--- src/rtl/fetch_pkg.sv ---
// fetch_pkg: shared constants, PC type and FSM state encoding for the fetch front end.
package fetch_pkg;

    localparam int unsigned PC_W_DEF       = 32;
    localparam int unsigned IMEM_DEPTH_DEF = 128;
    localparam int unsigned RESET_PC_DEF   = 0;

    typedef logic [PC_W_DEF-1:0] pc_t;

    typedef enum logic [1:0] {
        START = 2'd0,
        RUN   = 2'd1,
        HOLD  = 2'd2,
        HALT  = 2'd3
    } fetch_state_t;

endpackage

--- src/rtl/fetch_perf_ctr.sv ---
// fetch_perf_ctr: two saturating 32-bit event counters (fetched words, stall cycles).
module fetch_perf_ctr (
    input  logic        clk,
    input  logic        rst_n,
    input  logic        fetch_inc_i,
    input  logic        stall_inc_i,
    output logic [31:0] fetch_cnt_o,
    output logic [31:0] stall_cnt_o
);

    logic [31:0] fetch_cnt_q, fetch_cnt_d;
    logic [31:0] stall_cnt_q, stall_cnt_d;

    // Next counts: increment on event, stick at all-ones.
    always_comb begin
        fetch_cnt_d = fetch_cnt_q;
        stall_cnt_d = stall_cnt_q;
        if (fetch_inc_i && (fetch_cnt_q != '1)) begin
            fetch_cnt_d = fetch_cnt_q + 32'd1;
        end
        if (stall_inc_i && (stall_cnt_q != '1)) begin
            stall_cnt_d = stall_cnt_q + 32'd1;
        end
    end

    // Counter registers.
    always_ff @(posedge clk or negedge rst_n) begin
        if (!rst_n) begin
            fetch_cnt_q <= '0;
            stall_cnt_q <= '0;
        end else begin
            fetch_cnt_q <= fetch_cnt_d;
            stall_cnt_q <= stall_cnt_d;
        end
    end

    assign fetch_cnt_o = fetch_cnt_q;
    assign stall_cnt_o = stall_cnt_q;

endmodule

--- src/rtl/fetch_unit.sv ---
// fetch_unit: instruction fetch front end. Drives a registered word address into a
// one-cycle-latency instruction memory, tags each returned word with its PC and
// presents it to decode with a valid/stall handshake. Handles redirect/flush and halts
// on fetches beyond IMEM_DEPTH-1 (sticky addr_err_o).
// Optional: define FETCH_PERF_EN to add perf_fetch_cnt_o / perf_stall_cnt_o.
module fetch_unit
    import fetch_pkg::*;
#(
    parameter int unsigned     PC_W       = PC_W_DEF,
    parameter int unsigned     IMEM_DEPTH = IMEM_DEPTH_DEF,
    parameter logic [PC_W-1:0] RESET_PC   = PC_W'(RESET_PC_DEF)
) (
    input  logic            clk,
    input  logic            rst_n,
    output logic [PC_W-1:0] imem_pc_o,
    input  logic [31:0]     imem_inst_i,
    input  logic            stall_i,
    input  logic            redirect_valid_i,
    input  logic [PC_W-1:0] redirect_pc_i,
    output logic            if_valid_o,
    output logic [31:0]     if_inst_o,
    output logic [PC_W-1:0] if_pc_o,
    output logic            addr_err_o
`ifdef FETCH_PERF_EN
    ,
    output logic [31:0]     perf_fetch_cnt_o,
    output logic [31:0]     perf_stall_cnt_o
`endif
);

    localparam logic [PC_W-1:0] DEPTH_PC = PC_W'(IMEM_DEPTH);
    localparam logic [PC_W-1:0] LAST_PC  = PC_W'(IMEM_DEPTH - 1);

    fetch_state_t    state_q, state_d;
    logic [PC_W-1:0] pc_q, pc_d;
    logic [PC_W-1:0] req_pc_q, req_pc_d;
    logic            req_vld_q, req_vld_d;
    // Word that was on imem_inst when a stall began; the memory moves on to pc_q.
    logic [PC_W-1:0] skid_pc_q, skid_pc_d;
    logic [31:0]     skid_inst_q, skid_inst_d;
    logic            skid_vld_q, skid_vld_d;
    logic            if_valid_q, if_valid_d;
    logic [31:0]     if_inst_q, if_inst_d;
    logic [PC_W-1:0] if_pc_q, if_pc_d;
    logic            addr_err_q, addr_err_d;

    logic            adv;
    logic            adv_from_skid;
    logic            ld_vld;
    logic [PC_W-1:0] ld_pc;
    logic [31:0]     ld_inst;

    // Next-state: redirect > stall > advance; HALT drains the tagged word then idles.
    always_comb begin
        state_d       = state_q;
        pc_d          = pc_q;
        req_pc_d      = req_pc_q;
        req_vld_d     = req_vld_q;
        skid_pc_d     = skid_pc_q;
        skid_inst_d   = skid_inst_q;
        skid_vld_d    = skid_vld_q;
        if_valid_d    = if_valid_q;
        if_inst_d     = if_inst_q;
        if_pc_d       = if_pc_q;
        addr_err_d    = addr_err_q;
        adv           = 1'b0;
        adv_from_skid = 1'b0;
        ld_vld        = 1'b0;
        ld_pc         = req_pc_q;
        ld_inst       = imem_inst_i;

        if ((state_q != START) && redirect_valid_i) begin
            pc_d       = redirect_pc_i;
            req_vld_d  = 1'b0;
            skid_vld_d = 1'b0;
            if_valid_d = 1'b0;
            if (redirect_pc_i >= DEPTH_PC) begin
                state_d    = HALT;
                addr_err_d = 1'b1;
            end else begin
                state_d = RUN;
            end
        end else begin
            unique case (state_q)
                START: adv = 1'b1;
                RUN: begin
                    if (stall_i && if_valid_q) begin
                        // Park the in-flight word; pc_q holds so the memory keeps
                        // re-reading the following word for the whole stall.
                        state_d     = HOLD;
                        skid_vld_d  = req_vld_q;
                        skid_pc_d   = req_pc_q;
                        skid_inst_d = imem_inst_i;
                        req_pc_d    = pc_q;
                        req_vld_d   = 1'b1;
                    end else begin
                        adv = 1'b1;
                    end
                end
                HOLD: begin
                    if (stall_i) begin
                        req_pc_d  = pc_q;
                        req_vld_d = 1'b1;
                    end else begin
                        adv           = 1'b1;
                        adv_from_skid = 1'b1;
                    end
                end
                HALT: begin
                    // imem_pc is out of range here, so the tagged word cannot be
                    // re-read later; it drains regardless of stall.
                    if_valid_d = req_vld_q;
                    if (req_vld_q) begin
                        if_inst_d = imem_inst_i;
                        if_pc_d   = req_pc_q;
                    end
                    req_vld_d = 1'b0;
                end
            endcase

            if (adv) begin
                if (adv_from_skid) begin
                    ld_vld  = skid_vld_q;
                    ld_pc   = skid_pc_q;
                    ld_inst = skid_inst_q;
                end else begin
                    ld_vld = req_vld_q;
                end
                if_valid_d = ld_vld;
                if (ld_vld) begin
                    if_inst_d = ld_inst;
                    if_pc_d   = ld_pc;
                end
                skid_vld_d = 1'b0;
                req_pc_d   = pc_q;
                if (pc_q >= DEPTH_PC) begin
                    // Only reachable with an out-of-range RESET_PC.
                    req_vld_d  = 1'b0;
                    state_d    = HALT;
                    addr_err_d = 1'b1;
                end else begin
                    req_vld_d = 1'b1;
                    pc_d      = pc_q + PC_W'(1);
                    if (pc_q == LAST_PC) begin
                        state_d    = HALT;
                        addr_err_d = 1'b1;
                    end else begin
                        state_d = RUN;
                    end
                end
            end
        end
    end

    // State registers.
    always_ff @(posedge clk or negedge rst_n) begin
        if (!rst_n) begin
            state_q     <= START;
            pc_q        <= RESET_PC;
            req_pc_q    <= '0;
            req_vld_q   <= 1'b0;
            skid_pc_q   <= '0;
            skid_inst_q <= '0;
            skid_vld_q  <= 1'b0;
            if_valid_q  <= 1'b0;
            if_inst_q   <= '0;
            if_pc_q     <= '0;
            addr_err_q  <= 1'b0;
        end else begin
            state_q     <= state_d;
            pc_q        <= pc_d;
            req_pc_q    <= req_pc_d;
            req_vld_q   <= req_vld_d;
            skid_pc_q   <= skid_pc_d;
            skid_inst_q <= skid_inst_d;
            skid_vld_q  <= skid_vld_d;
            if_valid_q  <= if_valid_d;
            if_inst_q   <= if_inst_d;
            if_pc_q     <= if_pc_d;
            addr_err_q  <= addr_err_d;
        end
    end

    assign imem_pc_o  = pc_q;
    assign if_valid_o = if_valid_q;
    assign if_inst_o  = if_inst_q;
    assign if_pc_o    = if_pc_q;
    assign addr_err_o = addr_err_q;

`ifdef FETCH_PERF_EN
    logic hold_now;
    logic fetch_load;

    // A valid if_* that is merely being held does not count as a fresh fetch.
    assign hold_now   = !redirect_valid_i && stall_i && if_valid_q &&
                        ((state_q == RUN) || (state_q == HOLD));
    assign fetch_load = if_valid_d && !hold_now;

    fetch_perf_ctr u_perf (
        .clk         (clk),
        .rst_n       (rst_n),
        .fetch_inc_i (fetch_load),
        .stall_inc_i (state_q == HOLD),
        .fetch_cnt_o (perf_fetch_cnt_o),
        .stall_cnt_o (perf_stall_cnt_o)
    );
`endif

endmodule

--- config.mk ---
export PLATFORM = sky130hd
export DESIGN_NAME = fetch_unit
export DESIGN_NICKNAME = d
export VERILOG_FILES = /design/src/rtl/fetch_pkg.sv /design/src/rtl/fetch_perf_ctr.sv /design/src/rtl/fetch_unit.sv
export SDC_FILE = /design/constraint.sdc
export NUM_CORES = 1
export LEC_CHECK = 0
export BUFFER_PORTS_ARGS = -buffer_cell sky130_fd_sc_hd__buf_4
export CAP_MARGIN = 20
export CORE_MARGIN = 4
export CORE_UTILIZATION = 45
export DETAILED_ROUTE_END_ITERATION = 10
export HOLD_SLACK_MARGIN = 0.02
export PLACE_DENSITY = 0.7
export SETUP_SLACK_MARGIN = 0.4
export SKIP_LAST_GASP = 1
export SYNTH_ARGS = -nofsm -noshare
export SYNTH_HDL_FRONTEND = slang
export SYNTH_SLANG_ARGS = --single-unit
--- constraint.sdc ---
create_clock -name clk -period 2.09 [get_ports clk]
set_input_delay 0.1045 -clock clk [delete_from_list [all_inputs] [get_ports clk]]
set_output_delay 0.1045 -clock clk [all_outputs]
set_load 0.05 [all_outputs]
Word-level counts from Yosys, hierarchy flattened
Index checks and enable logic that the tools add are counted.

word-level totals
  register bits = 198
  latch bits = 0
  memory bits (writable) = 0
  bits in read-only memories = 0
  bits of input ports = 68
  output and inout port bits = 98
  memories = 0

cells by class
  $add $sub $neg = 1
  multipliers = 0
  div/mod/pow operators = 0
  order comparisons = 2
  equal/unequal tests = 10
  shifts and indexed selects = 0
  mux-type cells = 51
  bitwise operators = 1
  reductions and logical operators = 17

operator list
  operator                                                            number
  2-to-1 mux 32 bit                                                   16
  greater-or-equal comparator 32 x 8 -> 1 bit, second input constant  2
  case mux 32 bit (2 select lines)                                    1
  adder 32 x 1 -> 32 bit, second input constant                       1
  equality test 32 x 7 -> 1 bit, second input constant                1
  2-to-1 mux 1 bit                                                    25
  nonzero test 3 bit                                                  5
  2-to-1 mux 2 bit                                                    7
  AND reduction 3 bit                                                 3
  inequality test 4 bit, second input constant                        2
  inequality test 3 bit, second input constant                        2
  case mux 1 bit (3 select lines)                                     2
  nonzero test 5 bit                                                  1
  equality test 2 bit, second input constant                          2
  AND reduction 2 bit                                                 2
  AND reduction 4 bit                                                 1
  nonzero test 2 bit                                                  2
  equality test 2 x 1 -> 1 bit, second input constant                 1
  logical AND 1 bit                                                   2
  zero test 2 bit                                                     1
  inequality test 2 x 1 -> 1 bit, second input constant               1
  inequality test 2 bit, second input constant                        1
  inverter 1 bit                                                      1

Longest topological paths before layout
  depth after elaboration = 8
  gate-level depth with buffers = 10
  gate-level depth less buffers = 6

Worst setup path before layout
Ideal clock, no wire load.

  path kind = reg-to-reg
  from = register pc_q[0] (netlist: imem_pc_o[0])
  to = register pc_q[6] (netlist: imem_pc_o[6])
  library setup time = 0.070 ns
  arrival = 1.979 ns
  data required time = 2.020 ns
  path slack = 0.041 ns
  stages on the path, launching flop included = 6
  path buffers = 0
  period minus slack after synthesis = 2.049 ns
  path through = dfrtp_1 > ha_1 > nand3_1 > or4_1 > or4_1 > nand3_1

between the ends
  word-level cells in the longest chain between the ends = 4

RTL lines
  what                      RTL line           RTL
  start: declaration        fetch_unit.sv:35   logic [PC_W-1:0] pc_q, pc_d;
  start signal: assignment  fetch_unit.sv:171  pc_q <= pc_d;
  adder 32 x 1 -> 32 bit    fetch_unit.sv:143  pc_d = pc_q + PC_W'(1);
  2-to-1 mux 32 bit         fetch_unit.sv:136  if (pc_q >= DEPTH_PC) begin
  2-to-1 mux 32 bit         fetch_unit.sv:121  if (adv) begin
  2-to-1 mux 32 bit         fetch_unit.sv:72   if ((state_q != START) && redirect_valid_i) begin

Several ways; a longest one is shown, not always the timed one. The select of a mux whose other input is x is not followed.
A chain may end at the register's enable or synchronous reset.

Worst setup path after layout
  from = register state_q[0]
  to = register if_pc_q[11] (netlist: if_pc_o[11])

between the ends
  word-level cells in the longest chain between the ends = 8

RTL lines
  what                      RTL line           RTL
  start: declaration        fetch_unit.sv:34   fetch_state_t state_q, state_d;
  start signal: assignment  fetch_unit.sv:170  state_q <= state_d;
  equality test 2 bit       fetch_unit.sv:84   unique case (state_q)
  2-to-1 mux 1 bit          fetch_unit.sv:84
  2-to-1 mux 1 bit          fetch_unit.sv:72
  2-to-1 mux 1 bit          fetch_unit.sv:122  if (adv_from_skid) begin
  2-to-1 mux 1 bit          fetch_unit.sv:121
  2-to-1 mux 1 bit          fetch_unit.sv:72
  2-to-1 mux 32 bit         fetch_unit.sv:130  if (ld_vld) begin
  2-to-1 mux 32 bit         fetch_unit.sv:121
  end signal: assignment    fetch_unit.sv:179  if_pc_q <= if_pc_d;
  end: declaration          fetch_unit.sv:44   logic [PC_W-1:0] if_pc_q, if_pc_d;

Several ways; a longest one is shown, not always the timed one. The select of a mux whose other input is x is not followed.

==> run summary <==
run status - finished, final reports clean
post-detailed-route DRC marker count - 0
ANT cells - 0
Setup crit end kind - flop
clock latency on the worst-skew pair - 0.44 ns
crit-path most repeated cell - buf_4
sum of net half-perimeters after detailed placement - 14400 um
global router's overall resource usage - 0.234
routed wirelength normalized by instance count - 19.7 um
NumNets Final - 1103
overall die area - 21100 sq um
Data arrival, critical path - 2.36 ns
Chip Height - 145 um
maximum VDD drop - 0.622 mV
drt via density - 5.46
dpl cell area - 10400 sq um
max-slew headroom at the worst pin - 0.698
critical path peak fanout - 9
cell with the largest stage delay on the worst path - dfrtp_2
Largest stage delay, worst path - 0.46 ns
part of the cycle the worst path needs - 0.987
most frequent standard cell in the layout excluding fill and tap cells - buf_4
count of final max-slew check failures - 0
DR vias - 6938
multi-input gate area in the final layout - 3430 sq um
vias in the first global route - 7294
final antenna-violating net count - 0
min cycle time layout - 2.06 ns
DRT Wirelength - 25000 um
number of input and output port buffers inserted - 165
buffers from clock root to sink, at most - 2
kind of critical path - flop to flop
number of endpoints with negative hold slack in the final report - 0
initial core utilization - 0.465
worst path buffer plus inverter count - 3
post-route worst hold slack - 0.0538 ns
power per standard cell area - 764 nW/um^2
maximum capacitance violations - 0
average cell area after synthesis - 11.6 sq um
number of synthesized register bits - 198
cell-by-cell trace of the critical path - inv_2, ha_4, buf_4, nor2_2, a2111oi_4, or2_4, buf_4, o21ai_0
class of the worst hold path - input port to flop
static leakage - 6.17 nW
number of instances in the synthesized netlist - 729
maximum achievable frequency - 485 MHz
TritonCTS buffer count - 17
syn_nets - 804
clock input transition at the sequential cells of the worst setup and hold paths - 0.07 ns
fill cell instance count of the final layout - 1231
CORE AREA - 18200 sq um
data required time of the critical path - 2.39 ns
antenna violations before repair - 0
number of sinks handled by clock tree synthesis - 198
proportion of synthesized chip area in sequential cells - 0.586
unrepaired setup endpoints after global routing - true
Synth-to-Final Area Change - 49.5%
pin count of the biggest net entering global routing - 64
Top Ports - 166
Post-synth EDFFs - 0
element type at the critical path start - flop
sequential cell area - 4980 sq um
GR Overflow Total - 0
Synth cell types - 52
final worst-path setup slack - 0.0265 ns
drt pass-1 iters - 5
power after layout - 9.65 mW
fraction of final layout cells sized beyond drive strength 1 - 0.437
ranking of synthesized cells by area - dfrtp_1, mux2_2, a22oi_1
Yosys top cell area share - 0.586
first-pass GRT wire length - 39800 um
routability congestion estimate from global placement - 0.855
root buffer cell - clkbuf_16
final count of negative-setup-slack endpoints - 0
worst slack at placement - 0.0520 ns
setup tns final - 0 ns
slew at the pin closest to its max-slew limit - 0.448 ns
share of async-settable or async-resettable flops after synthesis - 1.00
Non-Filler Cell Area, Final - 12600 sq um
die width - 145 um
commonest non-fill, non-tap cells in the layout - buf_4, dfrtp_1, nand2_1, inv_1, dlygate4sd3_1
cell taking the most area after synthesis - dfrtp_1
First DRT Iteration DRCs - 408
dominant delay contributor by cell family on the critical path - compound AO/OA/AOI/OAI gates
total number of yosys warnings - 0
TritonCTS clock tree - done
setup skew after layout - 0.0125 ns
post-synth design cell area - 8460 sq um
Top FF cell, synth - dfrtp_1
number of levels in the clock H-tree - 4
row count - 49
-- cell type report --
cell class,instances,share of cell area
sequential,198,0.394
multi-input combinational,414,0.271
timing repair buffer,324,0.246
clock buffer,20,0.0361
tap,229,0.0227
inverter,73,0.0217
clock inverter,12,0.00851
-- power breakdown --
group	switching (mW)	internal [mW]
clock	1.54	1.63
combinational	1.20	0.774
sequential	0.321	4.19
total	3.05	6.60
-- Yosys cell counts (7+ instances only) --
library cell and number:
ha_1 7, or4_1 8, nor4_1 13, o21ai_0 64, inv_1 73, mux2_2 95, nor2_1 14, clkbuf_1 11
buf_2 16, a22oi_1 62, dfrtp_1 198, nand2_1 78
-- kinds of logic (layout without fill, tap and decap cells) --
family,after synthesis,count (layout),synth area share
adder cells (fa/ha/maj),7,7,0.0104
multiplexers,96,96,0.128
buffers and inverters,117,429,0.0623
flip-flops,198,198,0.586
AO/OA/AOI/OAI,167,167,0.131
AND/OR/NAND/NOR,144,144,0.0830
-- worst register-to-register path: stages, from the launching register on --
cell	delay [ns]
dfrtp_2	0.46
inv_2	0.11
ha_4	0.16
buf_4	0.12
nor2_2	0.05
a2111oi_4	0.44
or2_4	0.26
buf_4	0.22
o21ai_0	0.12
-- path summary, 6_finish.rpt --
| check | start | endpoint | slack, ns | depth (start not counted) |
|---|---|---|---|---|
| worst min register to register | addr_err_o$_DFFE_PN0P_ | addr_err_o$_DFFE_PN0P_ | 0.49 | 1 |
| worst max register to register | state_q[0]$_DFFE_PN0P_ | if_pc_o[11]$_DFFE_PN0N_ | 0.03 | 8 |
| max in group asynchronous | rst_n | imem_pc_o[27]$_DFFE_PN0P_ | 1.14 | 3 |
| min in group asynchronous | rst_n | if_inst_o[16]$_DFFE_PN0N_ | 0.18 | 2 |
| worst max-delay path | state_q[0]$_DFFE_PN0P_ | if_pc_o[11]$_DFFE_PN0N_ | 0.03 | 8 |
| worst min-delay path | redirect_pc_i[7] | state_q[1]$_DFFE_PN0P_ | 0.05 | 5 |
-- sequential cells by signal (all words and copies together) (netlist names) --
| name | flops |
|---|---|
| state_q | 2 |
| req_pc_q | 32 |
| skid_pc_q | 32 |
| if_pc_o | 32 |
| if_inst_o | 32 |
| imem_pc_o | 32 |
| if_valid_o | 1 |
| skid_vld_q | 1 |
| skid_inst_q | 32 |
| req_vld_q | 1 |
| addr_err_o | 1 |
-- metrics by stage --
step	utilization	instances
global placement	0.570	1116
global route	0.694	1270
finish	0.694	1270
detailed placement	0.570	1116
floorplan	-	729
CTS	0.683	1262
-- per-layer routing --
layer	vias to the layer above	GRT usage	part of all wire
li1	3171	-	-
met5	-	0	0
met3	47	0.0568	0.063
met1	3451	0.313	0.43
met4	0	0.0693	0.020
met2	269	0.383	0.49
-- repair_timing --
| item | in CTS | in global routing |
|---|---|---|
| cloned | 10 | 1 |
| hold endpoints to repair | 140 | 0 |
| gates resized for setup | 62 | 27 |
| setup buffers | 40 | 7 |
| pin swaps | 21 | 7 |
| setup endpoints to repair | 186 | 187 |
| hold buffers | 64 | 0 |
(Power assumes the default switching activity.)
